==> src/rtl/sys_pkg.sv <==
// Shared encodings for the system controller's TX-side blocks.
package sys_pkg;

  typedef enum logic [1:0] {
    IDLE = 2'd0,
    HDR  = 2'd1,
    B0   = 2'd2,
    B1   = 2'd3
  } state_t;

  typedef enum logic {
    REG = 1'b0,
    ALU = 1'b1
  } frame_t;

  localparam logic [7:0] HDR_REG = 8'hA5;
  localparam logic [7:0] HDR_ALU = 8'h5A;

endpackage

==> src/rtl/sys_resp_framer.sv <==
// Frames register-file and ALU responses into bytes for the TX FIFO,
// stalling on FIFO_Full and flagging responses that arrive mid-frame.
module sys_resp_framer
  import sys_pkg::*;
#(
  parameter int width  = 8,
  parameter bit HDR_EN = 1'b1
) (
  input  logic               CLK,
  input  logic               Reset,
  input  logic [width-1:0]   RdData,
  input  logic               RdData_Valid,
  input  logic [2*width-1:0] ALU_OUT,
  input  logic               ALU_Valid,
  input  logic               FIFO_Full,
  output logic [width-1:0]   FIFO_WrData,
  output logic               FIFO_WrEN,
  output logic               Ready,
  output logic               Overrun,
  input  logic               Overrun_clr
);

  state_t             state_q, state_d;
  frame_t             type_q;
  logic [2*width-1:0] hold_q;
  logic               any_vld;
  logic               ovr_set;

  function automatic logic [width-1:0] hdr_byte(input frame_t t);
    return (t == ALU) ? width'(HDR_ALU) : width'(HDR_REG);
  endfunction

  assign any_vld = RdData_Valid | ALU_Valid;
  // Both strobes in IDLE: ALU is taken, the register read is lost.
  assign ovr_set = (state_q == IDLE) ? (RdData_Valid & ALU_Valid) : any_vld;

  always_comb begin
    state_d     = state_q;
    FIFO_WrEN   = 1'b0;
    FIFO_WrData = '0;
    Ready       = 1'b0;
    case (state_q)
      IDLE: begin
        Ready = 1'b1;
        if (any_vld) state_d = HDR_EN ? HDR : B0;
      end
      HDR: begin
        FIFO_WrEN   = !FIFO_Full;
        FIFO_WrData = hdr_byte(type_q);
        if (FIFO_WrEN) state_d = B0;
      end
      B0: begin
        FIFO_WrEN   = !FIFO_Full;
        FIFO_WrData = hold_q[width-1:0];
        if (FIFO_WrEN) state_d = (type_q == ALU) ? B1 : IDLE;
      end
      B1: begin
        FIFO_WrEN   = !FIFO_Full;
        FIFO_WrData = hold_q[2*width-1:width];
        if (FIFO_WrEN) state_d = IDLE;
      end
      default: state_d = IDLE;
    endcase
  end

  always_ff @(posedge CLK or negedge Reset) begin
    if (!Reset) begin
      state_q <= IDLE;
      type_q  <= REG;
      hold_q  <= '0;
      Overrun <= 1'b0;
    end else begin
      state_q <= state_d;
      if (state_q == IDLE) begin
        if (ALU_Valid) begin
          hold_q <= ALU_OUT;
          type_q <= ALU;
        end else if (RdData_Valid) begin
          hold_q <= {{width{1'b0}}, RdData};
          type_q <= REG;
        end
      end
      if (ovr_set)          Overrun <= 1'b1;
      else if (Overrun_clr) Overrun <= 1'b0;
    end
  end

endmodule
==> config.mk <==
export PLATFORM = sky130hd
export DESIGN_NAME = sys_resp_framer
export DESIGN_NICKNAME = d
export VERILOG_FILES = /design/src/rtl/sys_pkg.sv /design/src/rtl/sys_resp_framer.sv
export SDC_FILE = /design/constraint.sdc
export NUM_CORES = 1
export LEC_CHECK = 0
export ABC_AREA = 0
export BUFFER_PORTS_ARGS = -buffer_cell sky130_fd_sc_hd__buf_4
export CAP_MARGIN = 25
export CORE_ASPECT_RATIO = 1.4
export CORE_MARGIN = 2
export CORE_UTILIZATION = 51
export CTS_CLUSTER_DIAMETER = 80
export DETAILED_ROUTE_END_ITERATION = 6
export PLACE_DENSITY_LB_ADDON = 0.05
export SETUP_SLACK_MARGIN = 0.15
export SKIP_LAST_GASP = 1
export SYNTH_ARGS = -nofsm -noshare
export SYNTH_HDL_FRONTEND = slang
export SYNTH_SLANG_ARGS = --single-unit
==> constraint.sdc <==
create_clock -name CLK -period 2.15 [get_ports CLK]
set_clock_uncertainty 0.1 [all_clocks]
set_input_delay 0.3225 -clock CLK [delete_from_list [all_inputs] [get_ports CLK]]
set_output_delay 0.3225 -clock CLK [all_outputs]
set_load 0.02 [all_outputs]
**Word-level counts from Yosys, hierarchy flattened**

Index checks and enable logic that the tools add are counted.

- Eq/ne operators: 7
- Multiplexer cells: 17
- Reductions and logical operators: 7
- Bitwise operators: 2

Operator list:

| cell | count |
|---|---|
| $mux 16 | 2 |
| $pmux 8 s3 | 1 |
| $mux 2 | 5 |
| $mux 8 | 1 |
| $ne 2x2->1 const B | 4 |
| $pmux 2 s4 | 1 |
| $mux 1 | 7 |
| $eq 2x2->1 const B | 2 |
| $reduce_and 4->1 | 1 |
| $reduce_bool 2->1 | 2 |
| $reduce_or 3->1 | 1 |
| $eq 2x1->1 const B | 1 |
| $logic_not 2->1 | 1 |
| $reduce_and 2->1 | 1 |
| $and 1x1->1 | 1 |
| $logic_not 1->1 | 1 |
| $or 1x1->1 | 1 |

- Output and inout bits: 11
- Register bits: 20

**Longest topological paths before layout**

Gate-level depths: netlist (run 1).

- Word-level depth: 3
- Depth in mapped cells: 4
- Mapped depth without buffers: 3

**Least setup slack after synthesis (run 1)**

OpenSTA, ideal clock, no wires.

- Path kind: register to output
- Start point: reg state_q[1]
- End point: out FIFO_WrData[0]
- Slack: 0.715 ns
- Stages on the path, launching flop included: 4
- Buffers on the path: 1
- Arrival time: 1.012 ns
- Data required time: 1.727 ns
- Cell sequence: dfrtp_1 nor2b_1 buf_2 a22o_1

- Word-level cells in the longest chain between the ends: 2
- Elaborated cells on any way between the ends: 4

Ends and longest elaborated chain:

| what | line | text |
|---|---|---|
| start, declared | sys_resp_framer.sv:23 | `state_t state_q, state_d;` |
| start signal, assigned | sys_resp_framer.sv:73 | `state_q <= state_d;` |
| $eq 2x2->1 or $eq 2x1->1 (tied branches) | sys_resp_framer.sv:42 | `case (state_q)` |
| $pmux 8 s3 (*) | sys_resp_framer.sv:42 |  |
| end, declared | sys_resp_framer.sv:16 | `output logic [width-1:0] FIFO_WrData,` |

Mark *: on every way between the ends. The rest lies on a longest branch, timed or not.

**Final worst setup path (run 1)**

- Start point: reg state_q[1]
- End point: out FIFO_WrData[5]

Same word-level chain as after synthesis.

==> impl_results.md, run 1 <==
* Status: finished, final reports clean
* Slew @ Worst Pin at 0.530 ns
* VDD IR max at approximately 0.93 mV
* Pins Over Slew Limit at 0
* Routed Antenna Nets at 0
* Count of different cell masters after synthesis at 19
* WL/cell at 14.4 um
* DRT Wirelength at 2190 um
* Row count at 19
* Max-cap violations at 0
* N_diodes at 0
* Most frequent cells in the layout: 42 x buf_4, 19 x dfrtp_1, 16 x a22o_1, 12 x nand2_1, 9 x mux2_2
* 1st-iter DRT viols at 7
* Core Region at a little under 0.002 mm2
* Post-Syn Instances at 90
* Commonest non-fill, non-tap cell in the layout: buf_4
* CP peak stage delay at 0.48 ns
* Synth async-reset ratio at 100%
* Hold Fails Final Rpt at 0
* Unrepaired setup endpoints after global routing: no
* Finished Layout Cells at roughly 150
* Number of global-route vias before repair at 814
* Setup violators final at 0
* Die X-Extent at roughly 43 um
* Fmax at 533 MHz
* Yosys warns at 0
* Syn Nets at 120
* CTS Buffer Depth at 2
* Root buffer cell: clkbuf_4
* Clock Latency Late Sink at roughly 0.3 ns
* Critical path class: flop to output port
* CP Max Fanout at 9
* Synth Area per Inst at approximately 12 um2
* Largest net degree at the start of global routing at 21
* Post-Syn Area at around 0.0011 mm2
* Post-synth EDFFs at 0
* Die area at 0.00250 mm2
* Setup bufs post-CTS at 0
* TNS Setup at 0 ns
* Setup crit end kind: output port
* Remaining global-route overflow at 0
* Post-synth top flop: dfrtp_1
* First-pass DRT Iterations at 5
* Multi-input logic area at 537 um2
* PortBufs at 40
* Tot GR Track Use at 19.0%
* Leakage power at 0.000744 uW
* Filler instances at approximately 150
* DRC at 0
* Fin crit share at 87.3%
* Hold crit path type: input port to flop
* Final Critical Period at 1.88 ns
* Critical path, cell by cell: buf_4, a21o_1, a22o_1, buf_4
* Vias per std cell at approximately 5.6
* Placer Congestion at 0.770
* DP HPWL at 1640 um
* Layout cells sized above 1 at 50.4%
* Starting Density at 54.5%
* Sequential share of the synthesized area at about 47%
* Hold Path Depth at 2
* Slowest-stage cell, CP: dfrtp_2
* CTS buffer count at 3
* Layout area overhead at 34.2%
* Reg area at 502 um2
* Headroom to the max-slew limit at 64.5%
* FF-to-FF path depth at 4
* Worst-path clk slew at between 0.1 and 0.15 ns
* Fin nets at 162
* Register bit total from synthesis at 20
* First-pass GRT wire length at 3620 um
* Worst Path Required at 1.73 ns
* CTS tree: yes
* Initial antenna violation count at 0
* I/O Pins at 41
* Sink Count at 20
* Critical Path Start Type: flop
* Cells after DPL at 147
* CP Data Arrival Time at 1.46 ns
* DIE HEIGHT at 58.3 um
* Pwr dens at about 1500 mW/mm2
* Cell with the most instances on the worst path: buf_4
* H-tree depth at 1
* Vias at 856
[critical path, delay by kind of cell, from the launching register on]
family / cells / cell delay [ns]
compound gates: 2 / 0.33
flops: 1 / 0.48
buf+inv: 2 / 0.34
[final timing paths]
check | slack (ns) | end | from
worst max-delay path | 0.27 | FIFO_WrData[5] | state_q[1]
worst min-delay path | 0.12 | hold_q[9] | ALU_OUT[9]
worst max register to register | 0.63 | hold_q[5] | state_q[1]
worst min register to register | 0.41 | Overrun | Overrun
max in group asynchronous | 1.41 | state_q[0] | Reset
min in group asynchronous | 0.32 | hold_q[15] | Reset
[power by group]
part	internal, uW	switching, uW	total, uW	leakage (uW)
sequential	568	133	701	0.000241
clock	188	118	306	0.0000279
combinational	585	562	1150	0.000475
total	1340	813	2150	0.000744
[cell usage after synthesis, drive strengths merged, types with 2 or more instances]
library cell	n	area [um2]
mux2	16	206
a22o	16	140
nor2b	3	18.8
nand2b	2	12.5
o21ai	2	21.3
nor2	4	22.5
a21o	5	37.5
dfrtp	20	500
nand2	12	45.0
buf	6	45.0
[final cells by class]
cell class / count / share of cell area, %
sequential: 20 / 34.8
tap: 21 / 1.82
clock inverter: 1 / 2.08
clock buffer: 3 / 1.56
timing repair buffer: 43 / 22.5
multi-input combinational: 64 / 37.2
[state kept, by name, indices dropped and copies added (netlist names)]
| name | count |
|---|---|
| Overrun | 1 |
| hold_q | 16 |
| state_q | 2 |
| type_q | 1 |
[routing by layer]
metal  part of all wire [%]  vias up  wire, um  GRT usage [%]
li1                       -      412         -              -
met1                     38      406       833           22.3
met2                     54       34      1170           33.3
met4                    1.7        0        38           9.38
met3                    6.5        4       143           2.76
met5                      0        -         0              0
[stage by stage]
stage | total power (uW) | utilization [%] | instance area [um2] | hold WS (ns) | setup WS, ns
finish | 2150 | 73.1 | 1440 | 0.124 | 0.272
global route | 2280 | 73.1 | 1440 | 0.130 | 0.206
global placement | 1810 | 69.5 | 1370 | 0.112 | 0.455
floorplan | 1470 | - | 1070 | -0.0731 | 0.715
detailed placement | 1840 | 69.5 | 1370 | 0.113 | 0.414
CTS | 2160 | 72.8 | 1440 | 0.121 | 0.220
[cells by family (layout without fill, tap and decap cells)]
logic type / after synthesis / after routing / share of synthesized area (%)
compound gates: 25 / 25 / 19.8
simple gates: 23 / 23 / 10.2
flops: 20 / 20 / 46.6
mux: 16 / 16 / 19.2
buf+inv: 6 / 47 / 4.19
[timing repair]
action,CTS,global route
resized for setup,1,2
setup endpoints to repair,8,8
hold buffers,1,0
endpoints found under the hold margin,20,0
Note: power is estimated with default switching activity, not from simulation.
==> run 2: changes to the inputs <==
--- a/config.mk
+++ b/config.mk
@@ -10,7 +10,7 @@
 export CAP_MARGIN = 25
 export CORE_ASPECT_RATIO = 1.4
 export CORE_MARGIN = 2
-export CORE_UTILIZATION = 51
+export CORE_UTILIZATION = 25
 export CTS_CLUSTER_DIAMETER = 80
 export DETAILED_ROUTE_END_ITERATION = 6
 export PLACE_DENSITY_LB_ADDON = 0.05
==> impl_results.md, run 2 (synthesis gave the netlist of run 1 again) <==
* Status: finished, final reports clean
* Placer Congestion at between 0.6 and 0.7
* Final Critical Period at 1.85 ns
* Routed Antenna Nets at 0
* Max-cap violations at 0
* Worst Path Required at about 1.7 ns
* Critical path class: flop to output port
* N_diodes at 0
* Setup bufs post-CTS at 0
* Hold Fails Final Rpt at 0
* Layout cells sized above 1 at 49.6%
* H-tree depth at 1
* WL/cell at 14.2 um
* Critical path, cell by cell: buf_4, a21o_1, a22o_1, buf_4
* Layout area overhead at 38.6%
* Die area at 0.00485 mm2
* Core Region at 0.00417 mm2
* DRT Wirelength at ~2500 um
* Most frequent cells in the layout: 42 x buf_4, 20 x dfrtp_1, 16 x a22o_1, 12 x nand2_1, 9 x mux2_2
* CP Data Arrival Time at about 1.4 ns
* Fin util at 35.7%
* Number of global-route vias before repair at approximately 820
* Setup violators final at 0
* Worst-path clk slew at 0.08 ns
* TNS Setup at 0 ns
* Row count at 28
* CTS tree: yes
* Headroom to the max-slew limit at 62.7%
* Clock Latency Late Sink at around 0.26 ns
* PortBufs at 40
* CP top delay family: flip-flops
* 1st-iter DRT viols at 20
* CP Max Fanout at 9
* Fmax at about 540 MHz
* Hold_sp: ALU_OUT[12]
* DRC at 0
* First-pass GRT wire length at 4080 um
* Fin crit share at between 80% and 90%
* Commonest non-fill, non-tap cell in the layout: buf_4
* Slowest-stage cell, CP: dfrtp_1
* Slew @ Worst Pin at approximately 0.56 ns
* Vias at 851
* DP HPWL at between 1500 and 2000 um
* VDD IR max at 0.360 mV
* Largest net degree at the start of global routing at 21
* Starting Density at 25.8%
* Vias per std cell at ~4.8
* Reg area at 500 um2
* Pwr dens at 1500 mW/mm2
* Setup crit end kind: output port
* Largest registers: hold_q: 16 flops, state_q: 2 flops
* I/O Pins at ~40
* Root buffer cell: clkbuf_8
* Tot GR Track Use at 11.5%
* Filler instances at roughly 430
* Die X-Extent at between 50 and 60 um
* Setup crit start: state_q[1]
* Worst path bufs/invs at 2
* Reg2reg start: state_q[1]
* Initial antenna violation count at 0
* Multi-input logic area at 537 um2
* CTS Buffer Depth at 2
* DIE HEIGHT at 81.6 um
* Cell with the most instances on the worst path: buf_4
* Leakage power at 0.000753 uW
* Unrepaired setup endpoints after global routing: no
* Remaining global-route overflow at 0
* First-pass DRT Iterations at 3
* Critical Path Start Type: flop
* Overall power at between 2000 and 2500 uW
* Fin nets at 162
* CP peak stage delay at 0.47 ns
* Max reg flops at 16
* Hold crit path type: input port to flop
* Sink Count at 20
* Largest Register: hold_q
* CTS buffer count at 3
* Pins Over Slew Limit at 0
* Flop-to-flop setup slack at 0.55 ns
[run 2: worst register-to-register path: stages, from the launching register on]
cell and delay [ns]:
dfrtp_1 0.49, buf_4 0.22, nor2_4 0.06, o21ai_4 0.21, mux2_2 0.40
[run 2: per-stage QoR]
stage | instances | setup WS, ns | hold slack (ns) | instance area, um2
6_report | 176 | 0.299 | 0.169 | 1490
5_1_grt | 176 | 0.188 | 0.160 | 1490
4_1_cts | 176 | 0.243 | 0.162 | 1490
3_5_place_dp | 171 | 0.398 | 0.126 | 1400
3_3_place_gp | 171 | 0.433 | 0.127 | 1400
2_1_floorplan | 90 | 0.715 | -0.0731 | 1070
[run 2: final timing paths]
path / end / cells past startpoint
worst max-delay path: FIFO_WrData[0] / 4
worst min-delay path: hold_q[12] / 2
worst max register to register: hold_q[2] / 4
worst min register to register: hold_q[10] / 1
max in group asynchronous: hold_q[2] / 2
min in group asynchronous: state_q[1] / 2
[run 2: metal layers]
layer  global-route usage [%]  vias up  share of wire, %
met5                        0        -                 0
met4                     6.36        0               2.8
met3                     2.52        7               5.6
met2                     16.9       30                47
met1                     15.5      404                44
li1                         -      410                 -
[run 2: power by group]
| part | switching [uW] | internal [uW] |
|---|---|---|
| logic | 563 | 583 |
| registers | 145 | 567 |
| clock network | 133 | 249 |
[run 2: cell type report]
class	instances	share of cell area (%)
Clock buffer	3	2.77
Clock inverter	1	2.02
Multi-Input combinational cell	64	36.0
Sequential cell	20	33.6
Tap cell	45	3.78
Timing Repair Buffer	43	21.8
[run 2: repair_timing]
item                                   4_1_cts  5_1_grt
endpoints found under the hold margin       20        0
gates resized for setup                      1        1
pin swaps                                    0        0
setup endpoints to repair                    8        5
hold buffers                                 1        0
